==> src/rtl/mem_wr_arb.sv <==
// Round-robin write arbiter/sequencer for the shared memory register block.
// A requester holds req/req_data until its one-cycle ack; data is captured at grant.
module mem_wr_arb #(
    parameter int NUM_REQ = 4,
    parameter int DATA_W  = 6,
    parameter int TIMEOUT = 8,
    parameter int CNT_W   = 8,
    localparam int IDX_W  = $clog2(NUM_REQ)
) (
    input  logic                      in_clk,
    input  logic                      in_rst,
    input  logic [NUM_REQ-1:0]        req,
    input  logic [NUM_REQ*DATA_W-1:0] req_data,
    output logic [NUM_REQ-1:0]        ack,
    output logic [IDX_W-1:0]          grant_idx,
    output logic                      busy,
    output logic                      mem_wrt_en,
    output logic [DATA_W-1:0]         mem_data,
    input  logic                      mem_wrt_rd,
    output logic                      timeout_err,
    output logic [CNT_W-1:0]          wr_count
);

    typedef enum logic [1:0] {
        S_IDLE  = 2'd0,
        S_ISSUE = 2'd1,
        S_WAIT  = 2'd2,
        S_DONE  = 2'd3
    } state_e;

    localparam logic [7:0] TIMER_LAST = 8'(TIMEOUT - 1);

    state_e               state_q, state_d;
    logic [7:0]           timer_q, timer_d;
    logic [IDX_W-1:0]     ptr_q, ptr_d;
    logic [IDX_W-1:0]     grant_q, grant_d;
    logic [DATA_W-1:0]    data_q, data_d;
    logic [NUM_REQ-1:0]   ack_q, ack_d;
    logic                 busy_q, busy_d;
    logic                 en_q, en_d;
    logic                 terr_q, terr_d;
    logic [CNT_W-1:0]     cnt_q, cnt_d;

    logic                 win_found;
    logic [IDX_W-1:0]     win_idx;
    logic [IDX_W-1:0]     cand;
    logic                 wait_ok;
    logic                 wait_err;

    // Search starts one past the last winner, so that winner ends up last in line.
    always_comb begin
        win_found = 1'b0;
        win_idx   = '0;
        cand      = '0;
        for (int k = 1; k <= NUM_REQ; k++) begin
            cand = IDX_W'((int'(ptr_q) + k) % NUM_REQ);
            if (!win_found && req[cand]) begin
                win_found = 1'b1;
                win_idx   = cand;
            end
        end
    end

    always_ff @(posedge in_clk) begin
        if (in_rst) begin
            state_q <= S_IDLE;
            timer_q <= '0;
            ptr_q   <= IDX_W'(NUM_REQ - 1);
            grant_q <= '0;
            data_q  <= '0;
            ack_q   <= '0;
            busy_q  <= 1'b0;
            en_q    <= 1'b0;
            terr_q  <= 1'b0;
            cnt_q   <= '0;
        end else begin
            state_q <= state_d;
            timer_q <= timer_d;
            ptr_q   <= ptr_d;
            grant_q <= grant_d;
            data_q  <= data_d;
            ack_q   <= ack_d;
            busy_q  <= busy_d;
            en_q    <= en_d;
            terr_q  <= terr_d;
            cnt_q   <= cnt_d;
        end
    end

    always_comb begin
        state_d  = state_q;
        timer_d  = timer_q;
        wait_ok  = 1'b0;
        wait_err = 1'b0;
        case (state_q)
            S_IDLE: begin
                if (win_found) state_d = S_ISSUE;
            end
            S_ISSUE: begin
                timer_d = '0;
                state_d = S_WAIT;
            end
            S_WAIT: begin
                // A ready pulse on the final timer cycle still counts as success.
                if (mem_wrt_rd) begin
                    wait_ok = 1'b1;
                    state_d = S_DONE;
                end else if (timer_q == TIMER_LAST) begin
                    wait_err = 1'b1;
                    state_d  = S_DONE;
                end else begin
                    timer_d = timer_q + 8'd1;
                end
            end
            S_DONE: begin
                state_d = S_IDLE;
            end
            default: begin
                state_d = S_IDLE;
            end
        endcase
    end

    always_comb begin
        grant_d = grant_q;
        data_d  = data_q;
        ptr_d   = ptr_q;
        cnt_d   = cnt_q;
        ack_d   = '0;
        terr_d  = 1'b0;
        en_d    = (state_d == S_ISSUE);
        busy_d  = (state_d != S_IDLE);
        if (state_q == S_IDLE && win_found) begin
            grant_d = win_idx;
            data_d  = req_data[win_idx*DATA_W +: DATA_W];
        end
        if (wait_ok || wait_err) begin
            ack_d[grant_q] = 1'b1;
        end
        if (wait_ok) begin
            cnt_d = cnt_q + CNT_W'(1);
        end
        if (wait_err) begin
            terr_d = 1'b1;
        end
        if (state_q == S_DONE) begin
            ptr_d = grant_q;
        end
    end

    assign ack         = ack_q;
    assign grant_idx   = grant_q;
    assign busy        = busy_q;
    assign mem_wrt_en  = en_q;
    assign mem_data    = data_q;
    assign timeout_err = terr_q;
    assign wr_count    = cnt_q;

endmodule

==> config.mk <==
export PLATFORM = sky130hd
export DESIGN_NAME = mem_wr_arb
export DESIGN_NICKNAME = d
export VERILOG_FILES = /design/src/rtl/mem_wr_arb.sv
export SDC_FILE = /design/constraint.sdc
export NUM_CORES = 1
export LEC_CHECK = 0
export CAP_MARGIN = 10
export CORE_UTILIZATION = 40
export DETAILED_ROUTE_END_ITERATION = 10
export PLACE_DENSITY = 0.7
export SYNTH_ARGS = -nofsm -noshare
export SYNTH_HDL_FRONTEND = slang
export SYNTH_SLANG_ARGS = --single-unit
==> constraint.sdc <==
create_clock -name in_clk -period 2.3 [get_ports in_clk]
set_input_delay 0.46 -clock in_clk [delete_from_list [all_inputs] [get_ports in_clk]]
set_output_delay 0.46 -clock in_clk [all_outputs]
set_load 0.05 [all_outputs]
* Word-level counts from Yosys, hierarchy flattened
Cells that the tools add are included.
** Storage, ports and cells
- Flip-flop bits (word level) :: 35
- Latch bits :: 0
- Memory bits (writable) :: 0
- ROM bits :: 0
- Bits of input ports :: 31
- Word-level logic and storage cells :: 77
- Memories :: 0
** Operators by class
- $add $sub $neg :: 6
- Multipliers :: 1
- Divide/modulo/power cells :: 0
- Magnitude comparators :: 6
- Eq/ne operators :: 7
- Shifts and indexed selects :: 1
- Multiplexer cells :: 31
- Bitwise gates (word level) :: 1
- Reduce and logical (&&, ||, !) cells :: 14
** Operator list (count)
- $shiftx 24x6->6 :: 1
- $add 8x1->8 const B :: 2
- $mux 8 :: 2
- $pmux 8 s2 :: 1
- $lt 2x3->1 const B :: 5
- $mux 1 :: 15
- $mux 2 :: 7
- $bmux 1 s2 :: 4
- $eq 8x3->1 const B :: 1
- $pmux 2 s4 :: 1
- $logic_and 1x1->1 :: 5
- $add 2x1->2 const B :: 2
- $add 2x2->2 const B :: 2
- $eq 2x1->1 const B :: 2
- $eq 2x2->1 const B :: 2
- $mul 2x2->4 const B :: 1
- $ne 2x2->1 const B :: 2
- $reduce_bool 2->1 :: 2
- $logic_not 1->1 :: 3
- $reduce_and 3->1 :: 1
- $demux 1 s2 :: 1
- $ge 2x1->1 const B :: 1
- $logic_not 2->1 :: 1
- $reduce_or 2->1 :: 1
- 2 further kinds :: 2

* Logic depth before layout (Yosys ltp)
Gate-level depths: netlist (run 1).
- Depth after elaboration :: 16
- Depth in mapped cells :: 7
- Gate-level depth less buffers :: 7

* Worst setup path after synthesis (run 1)
No wires, ideal clock.
- Kind :: input to register
- Start :: input req[1]
- End :: register data_q[0] (netlist: mem_data[0])
- Library setup time :: 0.067 ns
- Data arrival time :: 1.710 ns
- Path slack :: 0.523 ns
- Stages on the path :: 6
- Path buffers :: 1
- Cell sequence :: or2_4 -> a311oi_4 -> buf_8 -> mux2i_1 -> mux2_2 -> o21ai_2
** On the way
- Longest elaborated chain between the ends :: 14
- Elaborated cells on any way between the ends :: 25
- Classes of those cells :: mul: 1; shift: 1; mux: 16; reduce/logical: 7
** RTL lines
- from (decl) :: RTL line 12 : input logic [NUM_REQ-1:0] req,
- $bmux 1 s2 :: RTL line 57 : if (!win_found && req[cand]) begin
- $mux 1 (implied by the code) :: RTL line 57
- $mux 1 :: RTL line 57
- $logic_not 1->1 :: RTL line 57
- $logic_and 1x1->1 :: RTL line 57
- $mux 1 :: RTL line 57
- $logic_not 1->1 :: RTL line 57
- $logic_and 1x1->1 :: RTL line 57
- $mux 1 :: RTL line 57
- $logic_not 1->1 :: RTL line 57
- $logic_and 1x1->1 :: RTL line 57
- $mux 2 :: RTL line 57
- $mul 2x2->4 :: RTL line 135 : data_d = req_data[win_idx*DATA_W +: DATA_W];
- $shiftx 24x6->6 :: RTL line 135
- to (signal assigned) :: RTL line 81 : data_q <= data_d;
- to (decl) :: RTL line 37 : logic [DATA_W-1:0] data_q, data_d;
Several ways; a longest one is shown, not always the timed one. The select of a mux whose other input is x is not followed.
A chain may end at the register's enable or synchronous reset.

* Final worst setup path (run 1)
- Start :: register grant_q[1] (netlist: grant_idx[1])
- End :: output grant_idx[1]
** RTL lines
- from (decl) :: RTL line 36 : logic [IDX_W-1:0] grant_q, grant_d;
- from (signal assigned) :: RTL line 80 : grant_q <= grant_d;
- to (decl) :: RTL line 15 : output logic [IDX_W-1:0] grant_idx,
No word-level cell between the ends.

==> results of run 1 <==
-- kinds of logic (layout without fill, tap and decap cells) --
group	Yosys count	in the layout	synth area share, %
simple gates	68	68	21.9
flops	35	35	40.8
compound gates	29	29	12.3
mux	22	22	13.3
buf+inv	9	73	2.62
xor+xnor	8	8	4.08
fa+ha+maj	7	7	5.10
-- worst max-delay path by stage --
stage / to / cells past startpoint / slack, ns / from
after detailed placement: mem_data[3] / 7 / 0.05 / req[1]
after global placement: mem_data[5] / 7 / 0.07 / req[1]
after floorplan: mem_data[0] / 6 / 0.52 / req[1]
after CTS: grant_idx[0] / 1 / 0.24 / grant_idx[0]
after global routing: timer_q[6] / 7 / 0.04 / state_q[0]
final: grant_idx[1] / 1 / 0.26 / grant_idx[1]
-- flip-flops by register name, indices dropped and copies added, names as in the netlist --
register / cells
timer_q: 8
ack: 4
mem_wrt_en: 1
wr_count: 8
state_q: 2
busy: 1
mem_data: 6
grant_idx: 2
timeout_err: 1
ptr_q: 2
-- routing by layer --
metal	share of wire (%)	vias up	global-route usage (%)	wire [um]
met5	0	-	0	0
met3	3.8	2	3.89	138
li1	-	768	-	-
met4	0.80	0	4.79	29
met1	46	689	22.9	1680
met2	49	33	28.8	1790
-- cells in the mapped netlist, types with 6 or more instances --
| cell type | count | share of area (%) |
|---|---|---|
| dfxtp_1 | 35 | 41 |
| nor2_1 | 17 | 3.7 |
| mux2i_1 | 16 | 9.3 |
| nand2_1 | 11 | 2.4 |
| ha_1 | 7 | 5.1 |
| a21oi_1 | 6 | 1.7 |
| inv_1 | 6 | 1.3 |
| mux2_2 | 6 | 3.9 |
| nand3b_1 | 6 | 2.6 |
| o21ai_0 | 6 | 1.7 |
-- through the flow --
step / hold slack, ns / power [uW] / utilization (%) / std cells / setup WS, ns
2_1_floorplan: 0.465 / 1280 / - / 178 / 0.523
3_3_place_gp: 0.469 / 1540 / 58.0 / 285 / 0.0748
3_5_place_dp: 0.476 / 1550 / 58.0 / 285 / 0.0495
4_1_cts: 0.488 / 1990 / 60.2 / 292 / 0.243
5_1_grt: 0.504 / 2080 / 60.2 / 292 / 0.0362
6_report: 0.483 / 1970 / 60.2 / 292 / 0.262
-- where the power goes --
group | switching [uW] | internal [uW] | leakage (uW) | total [uW]
sequential | 61.2 | 684 | 0.000285 | 745
combinational | 440 | 345 | 0.000585 | 785
clock | 204 | 235 | 0.0000470 | 439
total | 705 | 1260 | 0.000917 | 1970
-- area by class of cell --
cell class              count  area [sq um]
multi-input cells         134           972
flip-flops and latches     35           701
inverters                   6          22.5
clock inverters             1          5.00
repair buffers             60           596
clock buffers               6          82.6
fillers                   383          1620
well taps                  50          62.6
==> metrics.log, run 1 <==
[metrics] result of the run: finished, final reports clean
[metrics] count of unique library cells instantiated by Yosys: between 40 and 50
[metrics] netlist area before placement: between 1500 and 2000 sq um
[metrics] largest delay contributor family on the critical path: buffers and inverters
[metrics] cells along the critical path: clkdlybuf4s50_1
[metrics] sequential fraction of the synthesis area: about two fifths
[metrics] first-pass GRT wire length: around 6100 um
[metrics] ys flop type: dfxtp_1
[metrics] maximum net fanout on the critical path: 7
[metrics] headroom to the max-slew limit: 54.6%
[metrics] average wire length per cell after detail routing: ~12 um
[metrics] IO Pins: 54
[metrics] worst clock skew: approximately 0.0029 ns
[metrics] power density cells: slightly above 800 nW/um^2
[metrics] CTS H-tree depth: 2
[metrics] number of buffers created by CTS: 5
[metrics] f_max: between 400 and 500 MHz
[metrics] number of warnings issued by yosys: 0
[metrics] CTS-repair resized insts: 0
[metrics] per-cell via count in the routed design: 5.11
[metrics] Post-CTS Hold Fix Bufs: 0
[metrics] maximum number of pins on one net before global-route repair: 14
[metrics] unrepaired setup endpoints after global routing: false
[metrics] cell type of the slowest stage on the worst timing path: clkdlybuf4s50_1
[metrics] Worst Path Buf+Inv: 1
[metrics] count of flip-flops with a built-in enable after synthesis: 0
[metrics] total congestion overflow after global routing: 0
[metrics] chip height: between 60 and 70 um
[metrics] net count after synthesis: roughly 220
[metrics] Worst Hold Path EP: wr_count[7]
[metrics] max-slew violation count: 0
[metrics] DRT Pass-1 Iters: 4
[metrics] area delta synth->final: 42.1%
[metrics] Worst Hold Path Cells: 2
[metrics] post-synthesis instance total: between 150 and 200
[metrics] count of final hold-check violations: 0
[metrics] port buffer count: 53
[metrics] finished layout cell area: about 2400 sq um
[metrics] min-delay worst type: reg -> reg
[metrics] setup slack, reg-to-reg: approximately 0.28 ns
[metrics] final period utilization: 88.6%
[metrics] antenna cell count: 0
[metrics] number of max-cap violations: 0
[metrics] peak ir drop on the vdd network: approximately 0.00055 V
[metrics] required arrival time at the worst endpoint: 1.84 ns
[metrics] synthesis-stage register bit count: 35
[metrics] category of the worst setup path launch point: flip-flop
[metrics] row count: 23
[metrics] post-place instance area: 2350 sq um
[metrics] final critical-path required period: 2.04 ns
[metrics] Arr. time, crit path: 1.58 ns
[metrics] critical path class: reg -> out
[metrics] most common cell after layout, fill and taps aside: clkdlybuf4s50_1
[metrics] mean instance size in the synthesized netlist: 9.65 sq um
[metrics] most used cells in the layout excluding fill and tap cells: clkdlybuf4s50_1, dfxtp_1, nor2_1, mux2i_1, nand2_1
[metrics] proportion of synthesized flip-flops having asynchronous set or reset: 0%
[metrics] routability congestion estimate from global placement: roughly 0.75
[metrics] TNS Setup: 0 ns
[metrics] Least-Margin Pin Slew: 0.675 ns
[metrics] half-perimeter wire length of the detailed placement result: about 2800 um
[metrics] LEAKAGE: about 0.00092 uW
[metrics] clock latency reported for the late side of the worst-skew pair: 0.27 ns
[metrics] overall die width: slightly below 70 um
[metrics] area of the die: ~4600 sq um
[metrics] number of nets in the finished design: between 200 and 300
[metrics] buffer depth of the longest clock path: 2
[metrics] Routed WL: ~3600 um
[metrics] Vias: approximately 1,500
[metrics] layout cells sized above 1: a little under an eighth
[metrics] clock-pin slew of the registers on the worst-case setup and hold paths: around 0.070 ns
[metrics] DRC violation total after the first TritonRoute iteration: 46
[metrics] number of nets with antenna violations after routing: 0
[metrics] kind of capture point of the worst setup path: primary output
[metrics] setup bufs post-CTS: 0
[metrics] number of antenna violations at the first check in global routing: 0
[metrics] Remaining DRCs: 0
[metrics] reg-to-reg critical path startpoint: state_q[0]
[metrics] final-report setup violation count: 0
[metrics] largest stage delay on the critical path: 0.86 ns
[metrics] TritonCTS clock tree: yes
[metrics] depth of the most critical reg-to-reg path: 7
[metrics] core region area: between 4000 and 5000 sq um
[metrics] number of global-route vias before repair: approximately 1,400
[metrics] worst r2r dst: timer_q[4]
[metrics] number of sinks driven by the clock tree: 35
[metrics] Global Route Usage Sum: 17.6%
[metrics] hold_sp: wr_count[7]
[metrics] cell at the root of the clock tree: clkbuf_8
[metrics] starting density of the core: 42.3%
Power figures use the tool's default switching activity.
==> run 2, diff against run 1 <==
- GPL_ROUTABILITY_DRIVEN: unset -> 1
==> results of run 2 <==
Final layout, timing and power as in run 1 (identical DEF).
==> run 3, diff against run 2 <==
- ABC_CLOCK_PERIOD_IN_PS: unset -> 2300
==> results of run 3 <==
Final layout, timing and power as in run 1 (identical DEF).
